`config.mk`:
```
export PLATFORM = sky130hd
export DESIGN_NAME = pc_unit
export DESIGN_NICKNAME = d
export VERILOG_FILES = /design/src/rtl/pc_unit.sv
export SDC_FILE = /design/constraint.sdc
export NUM_CORES = 1
export LEC_CHECK = 0
export BUFFER_PORTS_ARGS = -buffer_cell sky130_fd_sc_hd__buf_2
export CAP_MARGIN = 40
export CORE_MARGIN = 1.5
export CORE_UTILIZATION = 43
export DETAILED_ROUTE_END_ITERATION = 10
export PLACE_DENSITY = 0.84
export SLEW_MARGIN = 40
export SYNTH_ARGS = -nofsm -noshare
export SYNTH_HDL_FRONTEND = slang
export SYNTH_SLANG_ARGS = --single-unit
```
`constraint.sdc`:
```
create_clock -name clk -period 4.8 [get_ports clk]
set_input_delay 1.44 -clock clk [delete_from_list [all_inputs] [get_ports clk]]
set_output_delay 1.44 -clock clk [all_outputs]
set_load 0.02 [all_outputs]
```
`src/rtl/pc_unit.sv`:
```
// Program-counter unit for the IF stage: RUN/HALT/LOAD control, branch/jump/return redirects.
// Optional return-address stack is compiled in when PC_RAS_EN is defined.
module pc_unit #(
    parameter int PC_W      = 8,
    parameter int STEP      = 1,
    parameter int RESET_VEC = 0,
    parameter int RAS_DEPTH = 4
) (
    input  logic            clk,
    input  logic            reset,
    input  logic            clk_en,
    input  logic            stall,
    input  logic            write_en,
    input  logic            halt_req,
    input  logic            resume,
    input  logic            br_taken,
    input  logic [PC_W-1:0] br_target,
    input  logic            jmp_taken,
    input  logic [PC_W-1:0] jmp_target,
    input  logic            call,
    input  logic [PC_W-1:0] ret_addr,
    input  logic            ret,
    output logic [PC_W-1:0] pc,
    output logic [PC_W-1:0] pc_plus,
    output logic [1:0]      state,
    output logic            ras_empty,
    output logic            ras_full,
    output logic            ras_err
);

    typedef enum logic [1:0] {
        ST_RUN  = 2'b00,
        ST_HALT = 2'b01,
        ST_LOAD = 2'b10
    } state_t;

    localparam logic [PC_W-1:0] STEP_V  = PC_W'(STEP);
    localparam logic [PC_W-1:0] RESET_V = PC_W'(RESET_VEC);

    state_t          state_reg;
    logic [PC_W-1:0] pc_reg;
    logic [PC_W-1:0] pc_next;
    logic            advance;
    logic            take_seq;
    logic            do_pop;
    logic [PC_W-1:0] ras_top;

    assign pc_plus  = pc_reg + STEP_V;
    assign pc       = pc_reg;
    assign state    = state_reg;
    assign advance  = (state_reg == ST_RUN) & clk_en & ~stall & ~halt_req & ~write_en;
    // Cycles where neither a branch nor a jump redirects: ret (or plain sequencing) wins.
    assign take_seq = advance & ~br_taken & ~jmp_taken;

`ifdef PC_RAS_EN
    localparam int AW = (RAS_DEPTH > 1) ? $clog2(RAS_DEPTH) : 1;
    localparam int CW = $clog2(RAS_DEPTH + 1);

    logic [PC_W-1:0] ras_mem [RAS_DEPTH];
    logic [AW-1:0]   sp_reg;
    logic [CW-1:0]   cnt_reg;
    logic            err_reg;
    logic            do_push;

    assign do_push   = advance & ~br_taken & jmp_taken & call;
    assign do_pop    = take_seq & ret & (cnt_reg != '0);
    assign ras_top   = ras_mem[sp_reg - AW'(1)];
    assign ras_empty = (cnt_reg == '0);
    assign ras_full  = (cnt_reg == CW'(RAS_DEPTH));
    assign ras_err   = err_reg;

    always_ff @(posedge clk) begin
        if (do_push) begin
            ras_mem[sp_reg] <= ret_addr;
        end
    end

    // sp wraps with the power-of-two depth, so a push when full overwrites the oldest entry.
    always_ff @(posedge clk) begin
        if (reset || write_en) begin
            sp_reg  <= '0;
            cnt_reg <= '0;
            err_reg <= 1'b0;
        end else begin
            if (do_push) begin
                sp_reg <= sp_reg + AW'(1);
                if (cnt_reg != CW'(RAS_DEPTH)) begin
                    cnt_reg <= cnt_reg + CW'(1);
                end
            end else if (do_pop) begin
                sp_reg  <= sp_reg - AW'(1);
                cnt_reg <= cnt_reg - CW'(1);
            end
            if (take_seq && ret && (cnt_reg == '0)) begin
                err_reg <= 1'b1;
            end
        end
    end
`else
    logic unused_ras;

    assign do_pop     = 1'b0;
    assign ras_top    = '0;
    assign ras_empty  = 1'b1;
    assign ras_full   = 1'b0;
    assign ras_err    = 1'b0;
    assign unused_ras = ^{call, ret, ret_addr};
`endif

    always_comb begin
        pc_next = pc_plus;
        if (br_taken) begin
            pc_next = br_target;
        end else if (jmp_taken) begin
            pc_next = jmp_target;
        end else if (do_pop) begin
            pc_next = ras_top;
        end
    end

    always_ff @(posedge clk) begin
        if (reset) begin
            state_reg <= ST_RUN;
            pc_reg    <= RESET_V;
        end else if (write_en) begin
            state_reg <= ST_LOAD;
            pc_reg    <= RESET_V;
        end else begin
            case (state_reg)
                ST_LOAD: begin
                    state_reg <= ST_RUN;
                    pc_reg    <= RESET_V;
                end
                ST_HALT: begin
                    if (resume) begin
                        state_reg <= ST_RUN;
                    end
                end
                default: begin
                    if (clk_en && !stall) begin
                        if (halt_req) begin
                            state_reg <= ST_HALT;
                        end else begin
                            pc_reg <= pc_next;
                        end
                    end
                end
            endcase
        end
    end

endmodule

```
Yosys cells after proc, flatten, opt, wreduce, memory -nomap -nowiden --
Cells that the tools add are included.
Cells by class: mux-type cells 10, bitwise operators 1, reductions and logical operators 11, add/subtract/negate cells 1, equality and inequality tests 5
Operators with widths (number):
- $mux 8 | 4
- $pmux 8 s2 | 1
- $reduce_and 3->1 | 3
- $add 8x1->8 const B | 1
- $mux 2 | 4
- $reduce_bool 4->1 | 2
- $reduce_bool 3->1 | 2
- $pmux 2 s2 | 1
- $ne 3x3->1 const B | 1
- $eq 2x1->1 const B | 1
- $eq 2x2->1 const B | 1
- $ne 2x1->1 const B | 1
- $ne 2x2->1 const B | 1
- $reduce_bool 2->1 | 1
- $reduce_or 2->1 | 1
- $logic_and 1x1->1 | 1
- $logic_not 1->1 | 1
- $not 1->1 | 1
Word-level totals: bits in registers 10, input port bits 35, word-level logic and storage cells 31

Logic depth before layout (Yosys ltp) --
depth in word-level cells 6, gate-level depth with buffers 6

Least setup slack after synthesis --
No wires, ideal clock.
path type register to output, start reg pc_reg[0] (netlist: pc[0]), end out pc_plus[6], cell stages (with the launch flop) 5, required time 3360 ps, path buffers 0, data arrival time 1349 ps, setup slack 2011 ps, cells stage by stage dfxtp_1 -> ha_1 -> inv_1 -> or3_1 -> nand2_1
On the way: word-level cells in the longest chain between the ends 1
Ends and longest elaborated chain:
- start: declaration | RTL line 41 | logic [PC_W-1:0] pc_reg;
- start signal: assignment | RTL line 144 | pc_reg <= pc_next;
- $add 8x1->8 | RTL line 48 | assign pc_plus = pc_reg + STEP_V;
- end: declaration | RTL line 24 | output logic [PC_W-1:0] pc_plus,
Every way passes these cells.

Worst setup path in the final report --
Ends and elaborated chain as after synthesis.

==> key figures <==
Run status
  – Status: complete, no violations

Synth
  – Async SR Flop Fraction: 0%
  – Post-synthesis cell area: 771 um^2
  – EDFF count, synth: 0
  – Main synth FF type: dfxtp_1
  – Post-Syn Instances: 100
  – Synth cell types: 38
  – Register area share after synthesis: 26.0%
  – FF+latch count, synth: 10
  – Synth Warn #: 0
  – Mean Syn Cell Area: 7.71 um^2

Finish
  – Final antenna diode count: 0
  – Layout Cells excl Fill: 166
  – Fin util: 59.5%
  – P&R area growth vs syn: 31.8%
  – Final net count: 180
  – Largest register FFs: 8
  – Share of cells above drive strength 1: 35.5%
  – Post-route cell area: 0.00102 mm^2

Worst setup path
  – WP data arrival: 1.67 ns
  – CP startpoint kind: flip-flop
  – Worst r2r path cells: 5
  – Critical Path End Type: output port
  – Worst Path Required: 3.36 ns
  – FF-to-FF setup slack: 3.21 ns
  – Peak fanout along the critical path: 8
  – CP Class: reg -> out

Place
  – Pre-CTS setup slack: 2.00 ns
  – Placed cell count: 162
  – Input/output buffers: 42
  – Routability-driven placement congestion ratio: 0.766
  – Hpwl dp: 1.59 mm
  – DP Area: 980 um^2

Detailed routing
  – Final ANT Viol Nets: 0
  – Initial DRC count: 39
  – Vias: 921
  – Per-cell routed wire length: 12.7 um
  – TritonRoute pass-1 iters: 4
  – Post-Route WL: 2.10 mm
  – Via/cell ratio: 5.55
  – DRC viols: 0

Floorplan
  – FP Rows: 15
  – Boundary pin count: 56
  – Die H: 45.3 um
  – Initial Utilization: 45.1%
  – Core area: 0.00171 mm^2
  – Die Width: 45.3 um
  – Die Area: 0.00206 mm^2

Timing
  – Final cycle utilization of the critical path: 64.8%
  – Fin. max-slew vios: 0
  – Setup TNS Final: 0 ns
  – Hold_ws: 0.535 ns
  – Post-layout min period: 3.11 ns
  – RSZ-0062 raised after global routing: false
  – Skew final: 0.00489 ns
  – Final WS setup: 1.69 ns
  – Hold Fails Final Rpt: 0
  – Final setup fails: 0
  – F_max: 321 MHz

Clock network
  – Root Buffer: clkbuf_4
  – TritonCTS clock tree: done
  – Post-CTS setup buffer count: 0
  – Clk_lat worst skew: 0.28 ns
  – Clock sinks: 10
  – Post-CTS Hold Buffers: 0
  – Num CTS Buffers: 3
  – CTS max path bufs: 2
  – Reg clk slew, reported paths: 0.08 ns
  – CTS HTree Levels: 1
  – Cts repair resizes: 0

Power
  – Worst vdd ir: 0.167 mV
  – Net switching power: 64.1 uW
  – Pwr Total: 215 uW
  – Switching share of total power: 29.8%
  – Internal: 151 uW
  – Part of the power in registers: 40.5%
  – Share of total power in the clock network: 37.9%
  – Leakage: 0.539 nW
  – Pwr dens: 212 mW/mm^2
  – Comb pwr share: 21.6%

Run
  – Max Cap Viol: 0

GRT
  – Initial antenna violation count: 0
  – Global-route wire length before repair: 3.31 mm
  – Vias in the first global route: 775
  – GRT Util Overall: 21.6%
  – Global route total overflow: 0
  – Largest net degree at the start of global routing: 13

Worst hold path
  – Worst min-delay path category: reg -> reg
  – Hold path depth: 1
## layout by cell type (no fill, tap or decap), types with 2 or more instances in the layout
cell / instances
dfxtp_1: 10
mux2i_1: 3
o21ai_0: 5
a21oi_1: 3
nand2b_1: 2
buf_2: 42
o22ai_1: 4
nand2_1: 8
a21o_1: 3
xnor2_1: 2
clkbuf_4: 3
a22oi_1: 2
inv_1: 7
or3_1: 2
and2_1: 2
nand3_1: 5
a311oi_1: 2
nor2_1: 4
a32oi_1: 2
ha_1: 3
o21a_1: 3
nor3_1: 5
conb_1: 3
a211oi_1: 2
## power groups by stage
stage | Clock [mW] | Sequential, mW | Combinational [mW]
6_report | 0.0816 | 0.0871 | 0.0465
5_1_grt | 0.0830 | 0.0875 | 0.0513
4_1_cts | 0.0821 | 0.0872 | 0.0461
3_5_place_dp | 0 | 0.0891 | 0.0459
3_3_place_gp | 0 | 0.0890 | 0.0446
2_1_floorplan | 0 | 0.0910 | 0.0280
## critical path: stages (launching register included)
cell     delay, ns
dfxtp_1       0.48
ha_1          0.26
inv_1         0.06
or3_1         0.36
nand2_1       0.08
buf_2         0.16
## routing by layer
metal	global-route usage [%]	vias to the layer above	wire, um
met5	0	-	0
met4	8.82	0	42
met3	2.80	6	158
met2	36.9	48	1050
met1	27.3	422	857
li1	-	445	-
## path summary, 6_finish.rpt
path	startpoint	to
max	pc[0]$_SDFFE_PP0P_	pc_plus[6]
min	pc[6]$_SDFFE_PP0P_	pc[6]$_SDFFE_PP0P_
max reg2reg	pc[0]$_SDFFE_PP0P_	pc[6]$_SDFFE_PP0P_
min reg2reg	pc[6]$_SDFFE_PP0P_	pc[6]$_SDFFE_PP0P_
## cells in the mapped netlist (2+ instances only)
| library cell | n | area share, % |
|---|---|---|
| buf_2 | 2 | 1.3 |
| a22oi_1 | 2 | 1.9 |
| ha_1 | 3 | 4.9 |
| xnor2_1 | 2 | 2.3 |
| nor3_1 | 5 | 3.2 |
| or3_1 | 2 | 1.6 |
| buf_4 | 3 | 2.9 |
| o21a_1 | 3 | 2.9 |
| nand2_1 | 8 | 3.9 |
| a32oi_1 | 2 | 2.3 |
| nand3_1 | 5 | 3.2 |
| mux2i_1 | 3 | 3.9 |
| o22ai_1 | 4 | 3.2 |
| a211oi_1 | 2 | 1.9 |
| dfxtp_1 | 10 | 26 |
| o21ai_0 | 5 | 3.2 |
| a21oi_1 | 3 | 1.9 |
| a21o_1 | 3 | 2.9 |
| inv_1 | 7 | 3.4 |
| nand2b_1 | 2 | 1.6 |
| a311oi_1 | 2 | 2.3 |
| and2_1 | 2 | 1.6 |
| conb_1 | 2 | 0.97 |
| nor2_1 | 4 | 1.9 |
## final cells by class
| type | instances | area [um^2] |
|---|---|---|
| multi-input cells | 78 | 512 |
| clock buffers | 4 | 36.3 |
| flip-flops and latches | 10 | 200 |
| inverters | 7 | 26.3 |
| fillers | 160 | 692 |
| repair buffers | 42 | 210 |
| well taps | 25 | 31.3 |
## kinds of logic (layout without fill, tap and decap cells)
family	after synthesis	in the layout	share of synthesized area (%)
adders and majority gates	3	3	4.87
other	2	3	0.974
DFF	10	10	26.0
xor gates and xnor gates	3	3	3.41
and+or+nand+nor	34	34	23.5
muxes	3	3	3.90
buffers and inverters	13	53	8.12
AOI/OAI and AO/OA	32	32	29.2
No activity file was read; power rests on OpenSTA's default activity.
